$ cat src/rtl/bram_arbiter_if.sv
// Signal bundle between bram_arbiter, its two requesters/clear controller and the BRAM.
// master = user logic plus BRAM side, slave = the arbiter itself.
interface bram_arbiter_if #(
  parameter int ADDR_W = 5,
  parameter int DATA_W = 4
);
  logic              req0_valid;
  logic              req0_ready;
  logic              req0_we;
  logic [ADDR_W-1:0] req0_addr;
  logic [DATA_W-1:0] req0_wdata;
  logic              req1_valid;
  logic              req1_ready;
  logic              req1_we;
  logic [ADDR_W-1:0] req1_addr;
  logic [DATA_W-1:0] req1_wdata;
  logic              rsp0_valid;
  logic [DATA_W-1:0] rsp0_rdata;
  logic              rsp1_valid;
  logic [DATA_W-1:0] rsp1_rdata;
  logic              clr_start;
  logic              clr_busy;
  logic              mem_we;
  logic [ADDR_W-1:0] mem_addr;
  logic [DATA_W-1:0] mem_wdata;
  logic [DATA_W-1:0] mem_rdata;

  modport master (
    output req0_valid, req0_we, req0_addr, req0_wdata,
    output req1_valid, req1_we, req1_addr, req1_wdata,
    input  req0_ready, req1_ready,
    input  rsp0_valid, rsp0_rdata, rsp1_valid, rsp1_rdata,
    output clr_start,
    input  clr_busy,
    input  mem_we, mem_addr, mem_wdata,
    output mem_rdata
  );

  modport slave (
    input  req0_valid, req0_we, req0_addr, req0_wdata,
    input  req1_valid, req1_we, req1_addr, req1_wdata,
    output req0_ready, req1_ready,
    output rsp0_valid, rsp0_rdata, rsp1_valid, rsp1_rdata,
    input  clr_start,
    output clr_busy,
    output mem_we, mem_addr, mem_wdata,
    input  mem_rdata
  );
endinterface

$ cat src/rtl/bram_arbiter.sv
// Two-requester access controller for a 32x4 read-first BRAM with a sequenced full clear.
// Define BRAM_ARB_RR_EN for round-robin tie-breaking; otherwise requester 0 has fixed priority.
module bram_arbiter #(
  parameter int ADDR_W = 5,
  parameter int DATA_W = 4
) (
  input logic          clk,
  input logic          rst,
  bram_arbiter_if.slave bus
);

  typedef enum logic {ARB, CLEAR} state_t;

  state_t            state, state_nxt;
  logic [ADDR_W-1:0] clr_cnt, clr_cnt_nxt;
  logic [1:0]        rsp_sel, rsp_sel_nxt;
  logic [1:0]        grant;
  logic [1:0]        ready;
  logic              mem_we;
  logic [ADDR_W-1:0] mem_addr;
  logic [DATA_W-1:0] mem_wdata;
  logic              clr_busy;

`ifdef BRAM_ARB_RR_EN
  logic last;

  // Requester granted most recently; starts at 1 so requester 0 wins the first tie.
  always_ff @(posedge clk or posedge rst) begin
    if (rst) begin
      last <= 1'b1;
    end else if (ready[0]) begin
      last <= 1'b0;
    end else if (ready[1]) begin
      last <= 1'b1;
    end
  end
`endif

  always_comb begin
    grant = 2'b00;
    if (bus.req0_valid && bus.req1_valid) begin
`ifdef BRAM_ARB_RR_EN
      grant = last ? 2'b01 : 2'b10;
`else
      grant = 2'b01;
`endif
    end else if (bus.req0_valid) begin
      grant = 2'b01;
    end else if (bus.req1_valid) begin
      grant = 2'b10;
    end
  end

  always_ff @(posedge clk or posedge rst) begin
    if (rst) begin
      state   <= ARB;
      clr_cnt <= '0;
      rsp_sel <= 2'b00;
    end else begin
      state   <= state_nxt;
      clr_cnt <= clr_cnt_nxt;
      rsp_sel <= rsp_sel_nxt;
    end
  end

  // Grants are suppressed while rst is high because ready is a combinational output.
  always_comb begin
    state_nxt   = state;
    clr_cnt_nxt = clr_cnt;
    rsp_sel_nxt = 2'b00;
    ready       = 2'b00;
    mem_we      = 1'b0;
    mem_addr    = '0;
    mem_wdata   = '0;
    clr_busy    = 1'b0;
    case (state)
      ARB: begin
        if (rst) begin
          state_nxt = ARB;
        end else if (bus.clr_start) begin
          state_nxt   = CLEAR;
          clr_cnt_nxt = '0;
        end else begin
          ready       = grant;
          rsp_sel_nxt = grant;
          if (grant[0]) begin
            mem_we    = bus.req0_we;
            mem_addr  = bus.req0_addr;
            mem_wdata = bus.req0_wdata;
          end else if (grant[1]) begin
            mem_we    = bus.req1_we;
            mem_addr  = bus.req1_addr;
            mem_wdata = bus.req1_wdata;
          end
        end
      end
      CLEAR: begin
        mem_we      = 1'b1;
        mem_addr    = clr_cnt;
        clr_busy    = 1'b1;
        clr_cnt_nxt = clr_cnt + 1'b1;
        if (clr_cnt == {ADDR_W{1'b1}}) begin
          state_nxt = ARB;
        end
      end
      default: state_nxt = ARB;
    endcase
  end

  assign bus.req0_ready = ready[0];
  assign bus.req1_ready = ready[1];
  assign bus.mem_we     = mem_we;
  assign bus.mem_addr   = mem_addr;
  assign bus.mem_wdata  = mem_wdata;
  assign bus.clr_busy   = clr_busy;
  assign bus.rsp0_valid = rsp_sel[0];
  assign bus.rsp1_valid = rsp_sel[1];
  assign bus.rsp0_rdata = rsp_sel[0] ? bus.mem_rdata : '0;
  assign bus.rsp1_rdata = rsp_sel[1] ? bus.mem_rdata : '0;

endmodule

$ cat src/flat_wrapper.sv
// flat-port wrapper written by rule: the top's interface ports become plain ports
module bram_arbiter_flat 
#(
  parameter int ADDR_W = 5,
  parameter int DATA_W = 4
)
  (clk, rst, bus_req0_valid, bus_req0_we, bus_req0_addr, bus_req0_wdata, bus_req1_valid, bus_req1_we, bus_req1_addr, bus_req1_wdata, bus_req0_ready, bus_req1_ready, bus_rsp0_valid, bus_rsp0_rdata, bus_rsp1_valid, bus_rsp1_rdata, bus_clr_start, bus_clr_busy, bus_mem_we, bus_mem_addr, bus_mem_wdata, bus_mem_rdata);
  bram_arbiter_if #(.ADDR_W(ADDR_W), .DATA_W(DATA_W)) bus_i ();
  input logic clk;
  input logic rst;
  input wire logic [$bits(bus_i.req0_valid)-1:0] bus_req0_valid;
  input wire logic [$bits(bus_i.req0_we)-1:0] bus_req0_we;
  input wire logic [$bits(bus_i.req0_addr)-1:0] bus_req0_addr;
  input wire logic [$bits(bus_i.req0_wdata)-1:0] bus_req0_wdata;
  input wire logic [$bits(bus_i.req1_valid)-1:0] bus_req1_valid;
  input wire logic [$bits(bus_i.req1_we)-1:0] bus_req1_we;
  input wire logic [$bits(bus_i.req1_addr)-1:0] bus_req1_addr;
  input wire logic [$bits(bus_i.req1_wdata)-1:0] bus_req1_wdata;
  output wire logic [$bits(bus_i.req0_ready)-1:0] bus_req0_ready;
  output wire logic [$bits(bus_i.req1_ready)-1:0] bus_req1_ready;
  output wire logic [$bits(bus_i.rsp0_valid)-1:0] bus_rsp0_valid;
  output wire logic [$bits(bus_i.rsp0_rdata)-1:0] bus_rsp0_rdata;
  output wire logic [$bits(bus_i.rsp1_valid)-1:0] bus_rsp1_valid;
  output wire logic [$bits(bus_i.rsp1_rdata)-1:0] bus_rsp1_rdata;
  input wire logic [$bits(bus_i.clr_start)-1:0] bus_clr_start;
  output wire logic [$bits(bus_i.clr_busy)-1:0] bus_clr_busy;
  output wire logic [$bits(bus_i.mem_we)-1:0] bus_mem_we;
  output wire logic [$bits(bus_i.mem_addr)-1:0] bus_mem_addr;
  output wire logic [$bits(bus_i.mem_wdata)-1:0] bus_mem_wdata;
  input wire logic [$bits(bus_i.mem_rdata)-1:0] bus_mem_rdata;
  assign bus_i.req0_valid = bus_req0_valid;
  assign bus_i.req0_we = bus_req0_we;
  assign bus_i.req0_addr = bus_req0_addr;
  assign bus_i.req0_wdata = bus_req0_wdata;
  assign bus_i.req1_valid = bus_req1_valid;
  assign bus_i.req1_we = bus_req1_we;
  assign bus_i.req1_addr = bus_req1_addr;
  assign bus_i.req1_wdata = bus_req1_wdata;
  assign bus_req0_ready = bus_i.req0_ready;
  assign bus_req1_ready = bus_i.req1_ready;
  assign bus_rsp0_valid = bus_i.rsp0_valid;
  assign bus_rsp0_rdata = bus_i.rsp0_rdata;
  assign bus_rsp1_valid = bus_i.rsp1_valid;
  assign bus_rsp1_rdata = bus_i.rsp1_rdata;
  assign bus_i.clr_start = bus_clr_start;
  assign bus_clr_busy = bus_i.clr_busy;
  assign bus_mem_we = bus_i.mem_we;
  assign bus_mem_addr = bus_i.mem_addr;
  assign bus_mem_wdata = bus_i.mem_wdata;
  assign bus_i.mem_rdata = bus_mem_rdata;
  bram_arbiter #(.ADDR_W(ADDR_W), .DATA_W(DATA_W)) u_core (.clk(clk), .rst(rst), .bus(bus_i));
endmodule
$ cat config.mk
export PLATFORM = sky130hd
export DESIGN_NAME = bram_arbiter_flat
export DESIGN_NICKNAME = d
export VERILOG_FILES = /design/src/rtl/bram_arbiter_if.sv /design/src/rtl/bram_arbiter.sv /design/src/flat_wrapper.sv
export SDC_FILE = /design/constraint.sdc
export NUM_CORES = 1
export LEC_CHECK = 0
export ABC_AREA = 1
export CORE_MARGIN = 5
export CORE_UTILIZATION = 36
export DETAILED_ROUTE_END_ITERATION = 6
export GPL_TIMING_DRIVEN = 0
export PLACE_DENSITY = 0.89
export SETUP_SLACK_MARGIN = 0.1
export SLEW_MARGIN = 10
export SYNTH_ARGS = -nofsm -noshare
export SYNTH_HDL_FRONTEND = slang
export SYNTH_SLANG_ARGS = --single-unit
export TNS_END_PERCENT = 50
$ cat constraint.sdc
create_clock -name clk -period 2.9 [get_ports clk]
set_clock_uncertainty 0.15 [all_clocks]
set_input_delay 0.58 -clock clk [delete_from_list [all_inputs] [get_ports clk]]
set_output_delay 0.58 -clock clk [all_outputs]
set_load 0.01 [all_outputs]
==> impl_metrics.csv <==
group,metric,value,unit
run_status,outcome,"complete, no violations",
power_and_ir_drop,seqPwrFrac,30.2,%
power_and_ir_drop,p_sw,0.258,mW
route,drt_iter0_markers,9,
sta,worst_pin_slew,0.350,ns
die,floorplan.initialDensity,38.9,%
clock_tree,postCtsHoldBufs,0,
logic_synthesis,synth_area_per_cell,6.15,um2
power_and_ir_drop,swShare,40.2,%
die,fp.dieArea,2910,um2
critical_path,startpoint_type,"primary input",
clock_tree,cts.htree.levels,1,
clock_tree,clock_path_buffers,2,
clock_tree,clk_pin_slew_worst_paths,0.05,ns
die,core_area,1780,um2
grt,grt_overflow,0,
placement,port_buffers,51,
logic_synthesis,synth-seq-cells,8,
clock_tree,clkLatencyLatePin,0.26,ns
route,wl_per_cell,12.4,um
cells_and_area,layout.nets,208,
critical_path,path_buf_inv,2,
route,drcViolationCount,0,
logic_synthesis,ys.warnings.count,0,
logic_synthesis,post-synth-top-area-cell,"nand2_1",
sta,period_share,94.1,%
clock_tree,cts_sinks,8,
logic_synthesis,synth_cells,113,
logic_synthesis,synth.area.top_cells,"nand2_1 29%, dfrtp_1 29%, inv_1 11%",
power_and_ir_drop,p_clk_share,13.1,%
critical_path,required,2.17,ns
job,cap_violations,0,
sta,finalHoldViolCount,0,
critical_path,path_cells,"clkdlybuf4s50_1, nor2_4, nand2_4, nor2_4, clkdlybuf4s50_1",
clock_tree,cts_root_buffer,"clkbuf_4",
logic_synthesis,synth_top_area_share,29.2,%
route,vias_per_cell,4.59,
logic_synthesis,synth_nets,144,
critical_path,arrival,2.00,ns
die,die_h,53.9,um
power_and_ir_drop,p_int,0.383,mW
die,die_x,53.9,um
cells_and_area,antenna_cells,0,
route,routed-wl-met3,219,um
critical_path,crit_slowest_cell,"clkdlybuf4s50_1",
sta,fin_crit,2.73,ns
sta,slew_headroom,76.6,%
cells_and_area,mostFrequentLayoutCells,"54 x nand2_1, 40 x clkdlybuf4s50_1, 20 x inv_1",
power_and_ir_drop,power.density,483,nW/um2
route,highest_layer,"met4",
die,num_rows,15,
route,detail-route-antenna-nets,0,
placement,gp_congestion,0.784,
power_and_ir_drop,ir_drop,0.576,mV
placement,dpl.hpwl,2030,um
grt,gr-usage-all-layers,16.2,%
logic_synthesis,syn_area,694,um2
cells_and_area,drive_gt1_share,11.4,%
sta,fmax,366,MHz
hold_path,hold_class,"reg2reg",
logic_synthesis,synthDistinctLibCells,15,
cells_and_area,syn2layout_area_growth,91.4,%
route,wl_met2,1370,um
critical_path,criticalPathCategory,"in2out",
sta,setup_tns,0,ns
route,drt-met1-wl,873,um
clock_tree,cts_tree,"built",
critical_path,worst-path-max-fanout,5,
grt,grt_max_degree,11,
cells_and_area,fill_cells,143,
grt,grt_pass1_wl,3420,um
power_and_ir_drop,combPwrFrac,56.7,%
grt,grt_pass1_vias,817,
die,io-pin-count,52,
sta,rsz0062_at_grt,"no",
route,drtPass1Iterations,4,
grt,grt_antenna_before_repair,0,
power_and_ir_drop,p_leak,0.838,nW
cells_and_area,finalCoreUtilization,74.5,%
sta,drv_slew,0,
logic_synthesis,yosysSeqAreaShare,28.8,%
clock_tree,numCtsBuffers,3,
critical_path,critPathMaxStageDelay,0.56,ns
critical_path,endpoint_kind,"output pin",
cells_and_area,layout_commonest_cell,"nand2_1",
critical_path,crit_family,"buffers and inverters",
sta,finalSetupViolations,0,
route,wl,2480,um
route,vias,917,
[state kept, by name, summed over array words and instances (netlist names)]
register / cells
u_core.clr_cnt: 5
u_core.rsp_sel: 2
u_core.state: 1
[synth_stat cells]
cell	count
nand2_1	54
nand4_1	3
nor2_8	1
o21ai_1	1
ha_1	2
nor2_4	2
nor2_1	2
nand2_2	1
inv_1	20
buf_6	2
inv_2	2
nand2_4	1
nand3_1	11
o21ai_0	3
dfrtp_1	8
[cells by family (layout without fill, tap and decap cells)]
family                   Yosys count  count (layout)  share of synthesized area (%)
buffers and inverters             24              86                           15.1
AND/OR/NAND/NOR                   75              75                           49.5
adder cells (fa/ha/maj)            2               2                           3.60
AO/OA/AOI/OAI                      4               4                           2.88
flip-flops                         8               8                           28.8
[final timing paths]
kind	startpoint	endpoint	slack, ns	depth (start not counted)
worst min-delay path	u_core.clr_cnt[4]	u_core.clr_cnt[4]	0.38	2
worst max register to register	u_core.clr_cnt[0]	u_core.clr_cnt[4]	1.51	6
worst min register to register	u_core.clr_cnt[4]	u_core.clr_cnt[4]	0.38	2
worst max-delay path	rst	bus_req0_ready	0.17	5
max in group asynchronous	rst	u_core.clr_cnt[2]	1.82	2
min in group asynchronous	rst	u_core.rsp_sel[1]	0.53	2
[power groups by stage]
stage / registers (mW) / clock network [mW] / logic (mW)
detailed placement: 0.193 / 0 / 0.377
finish: 0.193 / 0.0840 / 0.364
floorplan: 0.186 / 0 / 0.197
CTS: 0.191 / 0.0867 / 0.374
global placement: 0.191 / 0 / 0.360
global route: 0.198 / 0.0949 / 0.400
[through the flow]
| step | hold slack, ns | cell area, um2 | worst slack (ns) | std cells | power (mW) |
|---|---|---|---|---|---|
| floorplan | 0.262 | 694 | 1.01 | 113 | 0.383 |
| global route | 0.392 | 1330 | 0.112 | 200 | 0.693 |
| detailed placement | 0.370 | 1240 | -0.0714 | 189 | 0.570 |
| finish | 0.382 | 1330 | 0.171 | 200 | 0.641 |
| global placement | 0.362 | 1240 | -0.0358 | 189 | 0.551 |
| CTS | 0.380 | 1280 | 0.0401 | 196 | 0.652 |
[metal layers]
| metal | GRT usage, % | vias up |
|---|---|---|
| met5 | 0 | - |
| met4 | 3.40 | 0 |
| li1 | - | 469 |
| met3 | 6.65 | 2 |
| met1 | 15.9 | 414 |
| met2 | 31.3 | 32 |
[worst reg2reg max path: stages (launching register included)]
cell and delay (ns):
dfrtp_1 0.41, ha_1 0.22, nand2_1 0.07, nor2_1 0.04, ha_1 0.27, nand2_1 0.08, nand2_1 0.05
[final cells by class]
type                            instances  area, um2  share of cell area (%)
Timing Repair Buffer                   59        581                    43.7
Multi-Input combinational cell         81        389                    29.3
Sequential cell                         8        200                    15.1
Clock buffer                            3       22.5                    1.69
Inverter                               22       82.6                    6.21
Buffer                                  2       22.5                    1.69
Tap cell                               25       31.3                    2.35
[what timing repair did]
item / 4_1_cts / 5_1_grt
hold endpoints to repair: 0 / 0
setup buffers: 4 / 4
gates resized for setup: 5 / 7
pin swaps: 2 / 2
endpoints found under the setup margin: 11 / 7
Power figures use the tool's default switching activity.
